**config.mk**
```make
export PLATFORM = sky130hd
export DESIGN_NAME = lms_weight_update_n
export DESIGN_NICKNAME = d
export VERILOG_FILES = /design/src/rtl/lms_weight_update_n.sv
export SDC_FILE = /design/constraint.sdc
export NUM_CORES = 2
export LEC_CHECK = 0
export CAP_MARGIN = 15
export CORE_UTILIZATION = 69
export DETAILED_ROUTE_END_ITERATION = 8
export PLACE_DENSITY = 0.89
export SETUP_SLACK_MARGIN = 0.1
export SYNTH_ARGS = -nofsm -noshare
export SYNTH_HDL_FRONTEND = slang
export SYNTH_SLANG_ARGS = --single-unit
```
**constraint.sdc**
```tcl
create_clock -name clk -period 33.2 [get_ports clk]
set_clock_uncertainty 0.1 [all_clocks]
set_input_delay 6.64 -clock clk [delete_from_list [all_inputs] [get_ports clk]]
set_output_delay 6.64 -clock clk [all_outputs]
set_load 0.1 [all_outputs]
```
**src/rtl/lms_weight_update_n.sv**
```systemverilog
// Complex LMS weight-update engine: one channel per cycle through a
// shared complex multiplier, w_k <= sat(w_k + 2^-mu * e * conj(x_k)).
module lms_weight_update_n #(
  parameter int N_CH = 4,
  parameter int W    = 18,
  parameter int FRAC = 15
) (
  input  logic              clk,
  input  logic              rst,
  input  logic              in_valid,
  output logic              in_ready,
  input  logic [N_CH*W-1:0] x_i,
  input  logic [N_CH*W-1:0] x_q,
  input  logic [W-1:0]      e_i,
  input  logic [W-1:0]      e_q,
  input  logic [4:0]        mu_shift,
  input  logic              freeze,
  output logic              out_valid,
  output logic [N_CH*W-1:0] w_i,
  output logic [N_CH*W-1:0] w_q,
  output logic              sat_flag
);

  localparam int CW = (N_CH > 1) ? $clog2(N_CH) : 1;
  localparam int PW = 2*W + 2;
  localparam logic [CW-1:0] LAST = CW'(N_CH - 1);
  localparam logic signed [PW-1:0] SMAX =
    PW'((64'sd1 <<< (W - 1)) - 64'sd1);
  localparam logic signed [PW-1:0] SMIN = ~SMAX;
  localparam logic signed [W-1:0] ONE = W'(64'sd1 <<< FRAC);

  typedef enum logic [1:0] {
    IDLE,
    UPDATE,
    DONE
  } state_t;

  state_t state, state_nx;
  logic [CW-1:0] ch;
  logic [N_CH*W-1:0] xi_r, xq_r;
  logic signed [W-1:0] ei_r, eq_r;
  logic [4:0] mu_r, mu_c;
  logic frz_r, acc, accept;
  logic signed [W-1:0] wi [N_CH];
  logic signed [W-1:0] wq [N_CH];

  assign in_ready = (state == IDLE) && !out_valid;
  assign accept   = in_valid && in_ready;
  assign mu_c     = (mu_shift > 5'd16) ? 5'd16 : mu_shift;

  always_comb begin
    state_nx = state;
    unique case (state)
      IDLE:    if (accept) state_nx = UPDATE;
      UPDATE:  if (ch == LAST) state_nx = DONE;
      DONE:    state_nx = IDLE;
      default: state_nx = IDLE;
    endcase
  end

  // Shared complex multiply for the selected channel
  logic signed [W-1:0] xs_i, xs_q, wc_i, wc_q;
  logic signed [PW-1:0] ei_x, eq_x, xi_x, xq_x;
  logic signed [PW-1:0] p_re, p_im, s_re, s_im;
  logic [6:0] sh;
  logic ovf_re, unf_re, ovf_im, unf_im, sat_now;
  logic signed [W-1:0] nw_i, nw_q;

  assign xs_i = $signed(xi_r[int'(ch)*W +: W]);
  assign xs_q = $signed(xq_r[int'(ch)*W +: W]);
  assign wc_i = wi[ch];
  assign wc_q = wq[ch];
  assign ei_x = PW'(ei_r);
  assign eq_x = PW'(eq_r);
  assign xi_x = PW'(xs_i);
  assign xq_x = PW'(xs_q);
  assign p_re = ei_x * xi_x + eq_x * xq_x;
  assign p_im = eq_x * xi_x - ei_x * xq_x;
  assign sh   = 7'(FRAC) + {2'b00, mu_r};
  assign s_re = PW'(wc_i) + (p_re >>> sh);
  assign s_im = PW'(wc_q) + (p_im >>> sh);
  assign ovf_re = s_re > SMAX;
  assign unf_re = s_re < SMIN;
  assign ovf_im = s_im > SMAX;
  assign unf_im = s_im < SMIN;
  assign sat_now = ovf_re | unf_re | ovf_im | unf_im;
  assign nw_i = ovf_re ? W'(SMAX) : unf_re ? W'(SMIN) : W'(s_re);
  assign nw_q = ovf_im ? W'(SMAX) : unf_im ? W'(SMIN) : W'(s_im);

  always_ff @(posedge clk) begin
    if (rst) begin
      state     <= IDLE;
      ch        <= '0;
      out_valid <= 1'b0;
      sat_flag  <= 1'b0;
      acc       <= 1'b0;
      xi_r      <= '0;
      xq_r      <= '0;
      ei_r      <= '0;
      eq_r      <= '0;
      mu_r      <= '0;
      frz_r     <= 1'b0;
      for (int k = 0; k < N_CH; k++) begin
        wi[k] <= (k == 0) ? ONE : '0;
        wq[k] <= '0;
      end
    end else begin
      state     <= state_nx;
      out_valid <= (state == DONE);
      sat_flag  <= (state == DONE) && acc;
      if (accept) begin
        xi_r  <= x_i;
        xq_r  <= x_q;
        ei_r  <= $signed(e_i);
        eq_r  <= $signed(e_q);
        mu_r  <= mu_c;
        frz_r <= freeze;
        acc   <= 1'b0;
        ch    <= '0;
      end
      if (state == UPDATE) begin
        ch <= ch + 1'b1;
        if (!frz_r) begin
          wi[ch] <= nw_i;
          wq[ch] <= nw_q;
          if (sat_now) acc <= 1'b1;
        end
      end
    end
  end

  for (genvar k = 0; k < N_CH; k++) begin : g_pack
    assign w_i[k*W +: W] = wi[k];
    assign w_q[k*W +: W] = wq[k];
  end

endmodule

```
Word-level counts from Yosys, hierarchy flattened
Memories as Yosys holds them, arrays and structs flattened. A register that Yosys moved wholly into a read port is not among the register bits.
Index checks and enable logic that the tools add are counted.
{"block": "classes", "addsub": 6, "multipliers": 5, "n_lt_le_gt_ge": 5, "n_eq_ne": 5, "shift": 4, "mux": 30, "n_bitwise": 3, "n_reduce_logical": 9}
{"cell": "$mul A18 B18 Y36", "count": 4}
{"cell": "$shiftx A72 B8 Y18", "count": 2}
{"cell": "$mux W18", "count": 6}
{"cell": "$add A18 B38 Y38", "count": 2}
{"cell": "$gt A38 B18 Y1 const B", "count": 2}
{"cell": "$lt A38 B18 Y1 const B", "count": 2}
{"cell": "$sshr A37 B6 Y38", "count": 2}
{"cell": "$add A36 B36 Y37", "count": 1}
{"cell": "$sub A36 B36 Y37", "count": 1}
{"cell": "$reduce_or A18 Y1", "count": 2}
{"cell": "$mux W2", "count": 10}
{"cell": "$mux W1", "count": 12}
{"cell": "$add A4 B5 Y6 const A", "count": 1}
{"cell": "$mul A2 B4 Y6 const B", "count": 1}
{"cell": "$gt A5 B5 Y1 const B", "count": 1}
{"cell": "$mux W5", "count": 1}
{"cell": "$eq A2 B2 Y1 const B", "count": 2}
{"cell": "$ne A2 B2 Y1 const B", "count": 2}
{"cell": "$pmux W2 S2", "count": 1}
{"cell": "$logic_and A1 B1 Y1", "count": 3}
{"cell": "$or A1 B1 Y1", "count": 3}
{"cell": "$add A2 B1 Y2 const B", "count": 1}
{"cell": "$eq A2 B1 Y1 const B", "count": 1}
{"cell": "$logic_not A2 Y1", "count": 1}
{"cell": "3 further kinds", "count": 3}
{"block": "totals", "regBits": 193, "ram_bits": 144, "n_memories": 2}
{"memory": "wi", "words": 4, "width": 18, "read_ports": 5, "rd_ports_with_merged_regs": 1, "write_ports": 4, "line_no": "44", "text": "logic signed [W-1:0] wi [N_CH];"}
{"memory": "wq", "words": 4, "width": 18, "read_ports": 5, "rd_ports_with_merged_regs": 1, "write_ports": 4, "line_no": "45", "text": "logic signed [W-1:0] wq [N_CH];"}

Logic depth before layout (Yosys ltp)
{"block": "logic_depth", "depth_word": 13, "depth_mapped": 51}

Worst setup path after synthesis
Ideal clock, no wire load.
{"block": "synth_timing", "kind": "reg-to-reg", "from": "reg ch[1]", "to": "mem wi[3][16], data pin", "setup_time_ps": 265, "arrival_time_ps": 13328, "t_required_ps": 32835, "slack_ps": 19507, "path_stages_with_launch": 43, "synth_period_minus_slack_ps": 13693, "path_cell_list": "dfxtp_1 -> clkbuf_1 -> buf_1 -> clkbuf_1 -> clkbuf_1 -> mux4_2 -> clkbuf_1 -> and2_1 -> fa_1 -> fa_1 -> inv_1 -> fa_1 -> fa_1 -> fa_1 -> fa_1 -> fa_1 -> inv_1 -> fa_1 -> (+7 left out) -> xnor2_1 -> mux4_2 -> mux2_2 -> mux2i_1 -> o21ai_0 -> ha_1 -> o21ai_1 -> a2111oi_2 -> a221oi_4 -> a21oi_4 -> mux2_4 -> or4_1 -> or4_4 -> nor4_4 -> a31oi_4 -> nand2_4 -> buf_8 -> o21ai_1"}
{"element": "start: declaration", "line_no": "39", "text": "logic [CW-1:0] ch;"}
{"element": "start signal: assignment", "line_no": "122", "text": "ch <= ch + 1'b1;"}
{"element": "end: declaration", "line_no": "44"}

==> results.md <==
- R2r worst-path depth: between 40 and 50
- GP Congestion: between 1 and 1.5
- Footprint of the multi-input gates: about 58000 um^2
- Met1 Use GR: 0.569
- Critical-path top delay cell: mux4_2
- Clk root buf: clkbuf_16
- Critical path class: register to register
- Startpoint Class: register
- CTS Buffer Depth: 3
- Final Max Slew Viols: 0
- Mapped cell area: 73500 um^2
- Global routing's busiest layer: met2
- Max-cap violation count: 0
- Met3 GRT Util: 0.144
- 1st-pass router iterations: 7
- Synth warn: 0
- M2 GR Usage: 0.681
- Fin worst setup slack: ~18000 ps
- Hold slack: 353 ps
- Max incr delay on CP: a little over 1000 ps
- Syn Nets: roughly 10000
- Die extent in y: between 300 and 400 um
- GRT Util Overall: 0.455
- Core Box Area: ~110000 um^2
- Vias in the first global route: approximately 66000
- Initial core utilization: 0.697
- Slew @ Worst Pin: ~1300 ps
- RSZ-0062 raised after global routing: false
- Drt wl/cell: roughly 25 um
- Port buffer count: 335
- Reg2Reg Capture Point: wq[3][2]$_DFFE_PP_
- CTS tree: yes
- Share of cells above drive strength 1: 0.0443
- Critical path capture point type: register
- IO Pins: approximately 340
- Max-slew headroom: 0.166
- Worst Setup Slack post-DPL: approximately 18000 ps
- Hold Buf Count CTS: 0
- Final critical-path share of the clock period: 0.469
- HP Start: xq_r[32]$_SDFFE_PP0P_
- H-Tree Depth: 2
- DIE WIDTH: about 330 um
- Area Growth Syn to Fin: 7.14%
- Setup bufs post-CTS: 0
- Arrival time worst endpoint: 15840 ps
- Fraction of registers with async set/reset: 0
- Die area: 108000 um^2
- Largest net degree at the start of global routing: 116
- Crit path buf inv count: 8
- WHS Path Cells: 2
- Synthesized instance count: roughly 8000
- Crit path max-delay family: adder cells
- Clk Latency, worst-skew pair: between 500 and 600 ps
- Outcome: complete, no violations
- Seq/Total Area, Yosys: 0.112
- Fin crit period: about 16000 ps
- DR iter-0 viols: between 6000 and 7000
- Total length of routed wires: around 240000 um
- Yosys cell types: approximately 100
- CP Max Fanout: 40
- Reg2reg setup slack: 17640 ps
- Reg clk slew, reported paths: roughly 70 ps
- Avg Inst Size Synth: slightly above 9 um^2
- Main synth FF type: dfxtp_1
- Remaining antenna violation count: 0
- Required time worst endpoint: about 33000 ps
- Final Util: 0.747
- Hpwl dp: between 150000 and 200000 um
- HP Class: register to register
- Seq cells post-synth: 339
- Crit path top cell by count: fa_1
- First-pass GRT wire length: 373000 um
- Grt ovf: 0
- Placement Rows: between 100 and 150
- Fmax: 0.0643 GHz
- Final hold vios: 0
- # DRC: 0
- Hold Path Sink: xq_r[32]$_SDFFE_PP0P_
- Fillcell total: 6942
- Post_cts resized: 0
- Sequential cell area: roughly 8000 um^2
- Post-route setup TNS: 0 ps
- Initial antenna violation count: 18
- Number of synthesized flops with an enable pin: approximately 140
- Setup violations, final: 0
- Total CTS buffers: 34
- Crit Reg-Reg Startpoint: ch[0]$_SDFFE_PP0N_
- Final net count: between 10000 and 15000
- Via/cell ratio: between 6 and 7
- Detailed-route via count: between 60000 and 70000
- Clock sinks: approximately 340
-- cell families (layout without fill, tap and decap cells) --
| logic type | Yosys count | in the layout | synth area share |
|---|---|---|---|
| other | 0 | 8 | 0 |
| DFF | 339 | 339 | 0.112 |
| adders and majority gates | 1871 | 1871 | 0.469 |
| AOI/OAI and AO/OA | 1109 | 1109 | 0.0958 |
| and+or+nand+nor | 2385 | 2385 | 0.155 |
| muxes | 179 | 179 | 0.0417 |
| xor gates and xnor gates | 177 | 177 | 0.0211 |
| buffers and inverters | 2056 | 2072 | 0.106 |
-- flip-flops by register name, summed over array words and instances, names as in the netlist, 2 cells and up, named ones only --
name	count
state	2
eq_r	18
ch	2
ei_r	18
xq_r	72
mu_r	5
wq	72
wi	72
xi_r	72
-- cell usage in the layout (no fill, tap or decap), drive strengths merged, types with 18 or more instances in the layout --
cell type,netlist,routed
inv,1585,1587
fa,1472,1472
nand2,1185,1185
and2,613,613
a21oi,435,435
ha,399,399
clkdlybuf4s50,0,334
nor2,236,236
o21ai,233,233
dfxtp,195,195
edfxtp,144,144
xnor2,120,120
mux4,99,99
buf,82,94
a21o,65,65
a211oi,65,65
nand3,61,61
nor3,58,58
mux2i,57,57
xor2,57,57
nand2b,46,46
clkbuf,389,43
o211ai,42,42
nand4,37,37
a31oi,30,30
and3,26,26
mux2,23,23
or2,23,23
o21a,21,21
o22ai,18,18
nor4,18,18
-- metal layers --
metal | routed length, um | vias up
li1 | - | 25300
met1 | 80500 | 30200
met2 | 104000 | 4551
met3 | 33500 | 1240
met4 | 20000 | 16
met5 | 108 | -
-- metrics by stage --
step	std cells	cell area, um^2
2_1_floorplan	8116	73500
3_3_place_gp	9464	77600
3_5_place_dp	9464	77600
4_1_cts	9523	78700
5_1_grt	9529	78800
6_report	9531	78800
-- cell type report --
class,instances,share of cell area
multi-input cells,5721,0.732
flip-flops and latches,339,0.105
inverters,1585,0.0755
repair buffers,428,0.0515
well taps,1391,0.0221
clock buffers,43,0.0119
clock inverters,16,0.00264
diodes,8,0.000254
-- worst max path at each step --
stage,from,endpoint,slack [ps],depth (start not counted)
2_1_floorplan,ch[1]$_SDFFE_PP0N_,wi[3][16]$_DFFE_PP_,19510,42
3_3_place_gp,ch[0]$_SDFFE_PP0N_,wq[0][0]$_SDFFCE_PN0P_,18380,42
3_5_place_dp,ch[0]$_SDFFE_PP0N_,wq[3][7]$_DFFE_PP_,18050,42
4_1_cts,ch[0]$_SDFFE_PP0N_,wq[3][2]$_DFFE_PP_,17940,42
5_1_grt,ch[1]$_SDFFE_PP0N_,wq[3][2]$_DFFE_PP_,16940,43
6_report,ch[0]$_SDFFE_PP0N_,wq[3][2]$_DFFE_PP_,17640,42
-- synthesized netlist by cell type, types with 22 or more instances --
cell type / n / area share
inv_1: 1584 / 0.081
and3_1: 26 / 0.0022
a21o_1: 63 / 0.0064
clkbuf_1: 389 / 0.020
xor2_1: 57 / 0.0068
fa_1: 1472 / 0.40
a211oi_1: 63 / 0.0064
a31oi_1: 29 / 0.0025
and2_1: 612 / 0.052
dfxtp_1: 195 / 0.053
xnor2_1: 120 / 0.014
o21ai_0: 172 / 0.012
ha_1: 399 / 0.068
o21ai_1: 60 / 0.0041
nand3_1: 60 / 0.0041
nand2_1: 1181 / 0.060
nor3_1: 57 / 0.0039
mux4_2: 99 / 0.030
mux2_2: 22 / 0.0034
a21oi_1: 431 / 0.029
edfxtp_1: 144 / 0.059
buf_1: 69 / 0.0035
mux2i_1: 57 / 0.0078
nor2_1: 236 / 0.012
nand2b_1: 46 / 0.0039
o211ai_1: 41 / 0.0042
nand4_1: 37 / 0.0031
-- tightest hold or removal path, delay by kind of cell, from the launching register on --
kind	cells	cell delay (ps)
flops	1	310
compound gates	1	50
simple gates	1	50
Power is left out: the tool's default activity adds up to more than one toggle a clock period on the data nets, which glitch-free logic cannot reach.
